**config.mk**
```make
export PLATFORM = sky130hd
export DESIGN_NAME = rtc_hms_counter
export DESIGN_NICKNAME = d
export VERILOG_FILES = /design/src/rtl/rtc_hms_counter.sv
export SDC_FILE = /design/constraint.sdc
export NUM_CORES = 1
export LEC_CHECK = 0
export ABC_AREA = 1
export CORE_AREA = 2 2 82 84
export CTS_BUF_LIST = sky130_fd_sc_hd__clkbuf_4 sky130_fd_sc_hd__clkbuf_8
export DETAILED_ROUTE_END_ITERATION = 8
export DIE_AREA = 0 0 84 86
export GPL_TIMING_DRIVEN = 0
export PLACE_DENSITY = 0.95
export REMOVE_ABC_BUFFERS = 1
export SYNTH_ARGS = -nofsm -noshare
export SYNTH_HDL_FRONTEND = slang
export SYNTH_SLANG_ARGS = --single-unit
```
**constraint.sdc**
```tcl
create_clock -name clk -period 4.6 [get_ports clk]
set_input_delay 1.15 -clock clk [delete_from_list [all_inputs] [get_ports clk]]
set_output_delay 1.15 -clock clk [all_outputs]
set_load 0.05 [all_outputs]
```
**src/rtl/rtc_hms_counter.sv**
```systemverilog
// Real-time clock core: 24 h hh:mm:ss counter driven by a prescaled tick, with
// validated load, per-field adjust, 12 h display view and a latched minute alarm.
module rtc_hms_counter #(
    parameter int unsigned TICK_DIV = 100_000_000,
    parameter int unsigned INIT_H   = 0,
    parameter int unsigned INIT_M   = 0,
    parameter int unsigned INIT_S   = 0
) (
    input  logic       clk,
    input  logic       rst,
    input  logic       run,
    input  logic       set_valid,
    input  logic [5:0] set_h,
    input  logic [5:0] set_m,
    input  logic [5:0] set_s,
    output logic       set_err,
    input  logic       inc_h,
    input  logic       inc_m,
    input  logic       alarm_en,
    input  logic [5:0] alarm_h,
    input  logic [5:0] alarm_m,
    input  logic       alarm_ack,
    output logic       alarm_flag,
    output logic [5:0] horas,
    output logic [5:0] minutos,
    output logic [5:0] segundos,
    output logic [5:0] horas12,
    output logic       pm,
    output logic       sec_tick
);
    localparam int unsigned   PW       = (TICK_DIV > 1) ? $clog2(TICK_DIV) : 1;
    localparam logic [PW-1:0] PCNT_MAX = PW'(TICK_DIV - 1);

    typedef struct packed {
        logic [5:0] h;
        logic [5:0] m;
        logic [5:0] s;
    } hms_t;

    localparam hms_t INIT_T = {6'(INIT_H), 6'(INIT_M), 6'(INIT_S)};

    hms_t          time_q, time_d, adv;
    logic [PW-1:0] pcnt_q, pcnt_d;
    logic          set_err_q, set_err_d;
    logic          sec_tick_q, sec_tick_d;
    logic          alarm_q, alarm_d;
    logic          tick, set_ok;

    assign tick   = run && (pcnt_q == PCNT_MAX);
    assign set_ok = (set_h <= 6'd23) && (set_m <= 6'd59) && (set_s <= 6'd59);

    // One-second advance with full carry chain; 23:59:59 rolls to 00:00:00.
    always_comb begin
        adv = time_q;
        if (time_q.s == 6'd59) begin
            adv.s = '0;
            if (time_q.m == 6'd59) begin
                adv.m = '0;
                adv.h = (time_q.h == 6'd23) ? 6'd0 : time_q.h + 6'd1;
            end else begin
                adv.m = time_q.m + 6'd1;
            end
        end else begin
            adv.s = time_q.s + 6'd1;
        end
    end

    always_comb begin
        time_d     = time_q;
        pcnt_d     = pcnt_q;
        set_err_d  = 1'b0;
        sec_tick_d = 1'b0;
        alarm_d    = alarm_q & ~alarm_ack;

        if (run) begin
            pcnt_d = tick ? '0 : pcnt_q + 1'b1;
        end

        if (set_valid) begin
            // A rejected load freezes the prescaler as well as the time.
            pcnt_d = pcnt_q;
            if (set_ok) begin
                time_d = {set_h, set_m, set_s};
                pcnt_d = '0;
            end else begin
                set_err_d = 1'b1;
            end
        end else if (inc_h || inc_m) begin
            if (inc_h) time_d.h = (time_q.h == 6'd23) ? 6'd0 : time_q.h + 6'd1;
            if (inc_m) time_d.m = (time_q.m == 6'd59) ? 6'd0 : time_q.m + 6'd1;
        end else if (tick) begin
            time_d     = adv;
            sec_tick_d = 1'b1;
            if (alarm_en && adv.h == alarm_h && adv.m == alarm_m && adv.s == 6'd0) begin
                alarm_d = 1'b1;
            end
        end
    end

    always_ff @(posedge clk) begin
        if (rst) begin
            time_q     <= INIT_T;
            pcnt_q     <= '0;
            set_err_q  <= 1'b0;
            sec_tick_q <= 1'b0;
            alarm_q    <= 1'b0;
        end else begin
            time_q     <= time_d;
            pcnt_q     <= pcnt_d;
            set_err_q  <= set_err_d;
            sec_tick_q <= sec_tick_d;
            alarm_q    <= alarm_d;
        end
    end

    always_comb begin
        horas12 = time_q.h;
        if (time_q.h == 6'd0) begin
            horas12 = 6'd12;
        end else if (time_q.h > 6'd12) begin
            horas12 = time_q.h - 6'd12;
        end
    end

    assign pm         = (time_q.h >= 6'd12);
    assign horas      = time_q.h;
    assign minutos    = time_q.m;
    assign segundos   = time_q.s;
    assign set_err    = set_err_q;
    assign sec_tick   = sec_tick_q;
    assign alarm_flag = alarm_q;

endmodule

```
; ---- Yosys cells after proc, flatten, opt, wreduce, memory -nomap -nowiden
; Cells that the tools add are included.
[op_classes]
add_sub_neg = 5
eq_ne = 10
bitwise = 3
reduce_logical = 18
magnitude_cmp = 5
n_mux = 24
[op_table]
columns = cell, count
row1 = 2-to-1 mux 27 bit, 4
row2 = 2-to-1 mux 18 bit, 3
row3 = 2-to-1 mux 6 bit, 9
row4 = "adder 27 x 1 -> 27 bit, second input constant", 1
row5 = "== test 27 bit, second input constant", 1
row6 = 2-to-1 mux 12 bit, 2
row7 = "adder 6 x 1 -> 6 bit, second input constant", 3
row8 = == test 6 bit, 2
row9 = "== test 6 bit, second input constant", 2
row10 = "less-or-equal comparator 6 bit, second input constant", 2
row11 = logical NOT 6 bit, 2
row12 = AND reduction 3 bit, 3
row13 = "== test 6 x 5 -> 1 bit, second input constant", 1
row14 = ">= comparator 6 x 4 -> 1 bit, second input constant", 1
row15 = "> comparator 6 x 4 -> 1 bit, second input constant", 1
row16 = "less-or-equal comparator 6 x 5 -> 1 bit, second input constant", 1
row17 = logical AND 1 bit, 6
row18 = 2-to-1 mux 1 bit, 6
row19 = "!= test 3 bit, second input constant", 2
row20 = "subtractor 6 x 4 -> 6 bit, second input constant", 1
row21 = nonzero test 2 bit, 2
row22 = nonzero test 3 bit, 1
row23 = OR reduction 3 bit, 1
row24 = "!= test 2 x 1 -> 1 bit, second input constant", 1
row25 = other kinds (6), 7
[totals]
inputBits = 38
ff_bits = 48
out_inout_bits = 28

; ---- Logic depth before layout (Yosys ltp)
[depth]
depth_word = 12
ltp_mapped = 15

; ---- Least setup slack after synthesis
; No wires, ideal clock.
[synth_timing]
path_kind = register to output
startpoint = reg time_q (netlist bit horas[4])
endpoint = out horas12[3]
stages_incl_launch_ff = 5
arrival_time_ns = 2.229
slack_ns = 1.221
path_buffers = 1
path_cell_list = dfxtp_1 > buf_2 > nor2_1 > o21ai_0 > o21ai_0
[synth_via]
elab_chain_len = 3
word_cells_on_any_way = 4
classes_between = 1 x order compare / 2 x mux / 1 x reduce/logical
[synth_lines]
columns = item, line_no
row1 = start: declaration, 42  ; hms_t time_q, time_d, adv;
row2 = start signal: assignment, 108  ; time_q <= time_d;
row3 = > comparator 6 x 4 -> 1 bit, 120  ; end else if (time_q.h > 6'd12) begin
row4 = 2-to-1 mux 6 bit, 120
row5 = 2-to-1 mux 6 bit (*), 118  ; if (time_q.h == 6'd0) begin
row6 = end: declaration, 27  ; output logic [5:0] horas12,
; Every way passes the cells marked *; elsewhere a longest branch is shown, timed or not.

; ---- Final worst setup path
[layout_timing]
startpoint = reg time_q (netlist bit horas[0])
endpoint = out horas12[3]
[layout_via]
elab_chain_len = 3
word_cells_on_any_way = 5
classes_between = 1 x add/sub / 1 x order compare / 2 x mux / 1 x reduce/logical
[layout_lines]
columns = item, line_no
row1 = subtractor 6 x 4 -> 6 bit / > comparator 6 x 4 -> 1 bit (equally long branches), "121, 120"
row2 = 2-to-1 mux 6 bit, 120
row3 = 2-to-1 mux 6 bit (*), 118
; Marks and branches as above.

==> impl_metrics.ini <==
[synthesis]
synth_seq_cells = 48
yosysSeqAreaShare_pct = 26.4
syn_area_per_cell_um2 = 6.33
synthCells = 574
synth_cell_types = 42
netlist_area_um2 = 3630
synth_warnings = 0

[worst_setup_path]
critical_path.top_delay_family = buffers and inverters
cp.arrival_ns = 2.73
crit_top_cell = o21ai_0
worst_setup_path_end_kind = output port
cp.required_ns = 3.45
critPathLaunchType = register
path_class = register to output port
slowest_delay_ns = 0.84
crit_buf_inv = 2
cp_max_fo = 7
cp_slowest_cell = clkdlybuf4s50_1
cp.depth = 6
path_cells = inv_1, ha_1, o21ai_0, a21oi_1, o21ai_0, clkdlybuf4s50_1
reg2reg_depth = 12

[global_routing]
grt_use_met3_pct = 5.29
grtUsageMet2_pct = 52.7
grt_pass1_vias = 3930
grt_pass1_wl_um = 17800
top_usage_layer = met2
grtUsageMet1_pct = 35.8
overflow = 0
grt.total_usage_pct = 29.7
grt_max_degree = 24
grt_antenna_before_repair = 0

[sta]
tightest_slew_ns = 0.937
setup_viol = 0
tns_ns = 0
setup_ws_ns = 0.719
finalHoldViolations = 0
finalCritPeriodShare_pct = 84.4
slew_headroom_pct = 37.4
max_freq_ghz = 0.258
rsz0062_at_grt = false
drv_slew = 0
fin_crit_ns = 3.88
clock_skew_ns = 0.0110

[clock_network]
cts_tree = done
cts_sinks = 48
clockBufferDepth = 2
cts_buffers = 5
clk_latency_ns = 0.31
ctsRootBufferMaster = clkbuf_8
cts_setup_buffers = 0
htree_levels = 2
clkSlewWorstSetupHoldPaths_ns = 0.09
hold_buffers = 0
cts_resized = 0

[routing]
ant_nets = 0
vias_per_cell = 5.98
drtPass1Iterations = 6
drtIter0Drc = 341
wl_per_cell_um = 15.3
drc = 0
wl_um = 10900
vias = 4249

[die]
initial_core_util_pct = 57.9
die_w_um = 84
io_pins = 66
die-height_um = 86
die_area_um2 = 7220
row_count = 29
fp.coreArea_um2 = 6280

[run]
maxCapViolCount = 0

[place]
placed_cell_area_um2 = 4300
place_ws_ns = 0.779
gp_congestion = 0.956
hpwl_um = 8090
portBuffers = 65

[layout]
drive_above_1_share_pct = 10.6
fin_area_um2 = 4400
finalNetCount = 681
num_antenna_cells = 0
areaGrowthSynthToFinish_pct = 20.9
fill_cells = 515
fin_util_pct = 70.0

[power_and_ir_drop]
leakage_nw = 1.79
power.density_nw_per_um2 = 241
ir_drop_mv = 0.150

[worst_hold_path]
hp-class = register to register
hold_depth = 2

[run_status]
status = completed
==> cells by family (layout without fill, tap and decap cells) <==
| group | count (synthesis) | after routing | synth area share [%] |
|---|---|---|---|
| and+or+nand+nor | 326 | 326 | 42.6 |
| adders and majority gates | 9 | 9 | 3.10 |
| DFF | 48 | 48 | 26.4 |
| AOI/OAI and AO/OA | 94 | 94 | 16.0 |
| xor gates and xnor gates | 6 | 6 | 1.45 |
| buffers and inverters | 91 | 151 | 10.4 |
==> sequential cells by signal, summed over array words and instances, names as in the netlist <==
name        count
horas           6
alarm_flag      1
sec_tick        1
segundos        6
minutos         6
pcnt_q         27
set_err         1
==> final timing paths <==
kind / start / to / slack (ns)
max: horas[0]$_SDFFE_PP0P_ / horas12[3] / 0.72
max reg2reg: segundos[0]$_SDFFE_PP0P_ / alarm_flag$_SDFF_PP0_ / 2.20
min reg2reg: alarm_flag$_SDFF_PP0_ / alarm_flag$_SDFF_PP0_ / 0.49
min: alarm_flag$_SDFF_PP0_ / alarm_flag$_SDFF_PP0_ / 0.49
==> tightest hold or removal path: stages, from the launching register on <==
cell and delay [ns]:
dfxtp_1 0.32, nand2_1 0.08, a21oi_2 0.05
==> placed cells by master (no fill, tap or decap), types with 18 or more instances in the layout <==
cell             instances
nand2_1                135
clkdlybuf4s50_1         65
nand3_1                 64
inv_1                   63
nor2_1                  55
dfxtp_1                 48
a21oi_1                 38
o21ai_0                 18
nand4_1                 18
nor3_1                  18
==> routing by layer <==
metal | wire [um] | part of all wire, % | vias to the layer above
met5 | 0 | 0 | -
met4 | 284 | 2.6 | 0
met3 | 942 | 8.7 | 38
met2 | 5360 | 49 | 271
met1 | 4300 | 40 | 1911
li1 | - | - | 2029
==> metrics by stage <==
step           instances  total power, W  hold slack (ns)
2_1_floorplan        562        0.000668            0.457
3_3_place_gp         704        0.000785            0.464
3_5_place_dp         704        0.000792            0.474
4_1_cts              711         0.00105            0.487
5_1_grt              711         0.00110            0.500
6_report             711         0.00106            0.486
==> synth_stat cells, drive strengths merged <==
| cell type | instances | area share, % |
|---|---|---|
| nand2 | 150 | 17 |
| nand3 | 64 | 8.8 |
| a21oi | 45 | 6.9 |
| nor2 | 63 | 7.7 |
| o21a | 3 | 0.62 |
| or2 | 2 | 0.34 |
| clkinv | 1 | 0.24 |
| a211oi | 2 | 0.41 |
| clkbuf | 2 | 0.21 |
| nor4 | 5 | 1.3 |
| o21ai | 34 | 5.6 |
| and2 | 1 | 0.17 |
| o2111ai | 1 | 0.24 |
| nand3b | 1 | 0.21 |
| o211a | 1 | 0.28 |
| buf | 10 | 1.9 |
| a32o | 1 | 0.28 |
| xnor2 | 1 | 0.24 |
| xor2 | 5 | 1.2 |
| o221ai | 6 | 1.4 |
| o21bai | 1 | 0.21 |
| ha | 9 | 3.1 |
| inv | 78 | 8.1 |
| nor3b | 2 | 0.41 |
| nand4 | 18 | 3.1 |
| nor3 | 20 | 3.2 |
| dfxtp | 48 | 26 |
==> power by group <==
group	internal [W]	switching [W]	total, W
clock network	0.000120	0.000151	0.000271
registers	0.000430	0.0000293	0.000459
logic	0.000119	0.000211	0.000330
total	0.000669	0.000391	0.00106
==> layout make-up <==
class	instances	area, um2	share of cell area [%]
multi-input combinational	435	2290	52.2
clock buffer	6	82.6	1.88
inverter	79	302	6.86
clock inverter	1	8.76	0.199
tap	77	96.3	2.19
sequential	48	961	21.9
timing repair buffer	65	651	14.8
(Power assumes the default switching activity.)
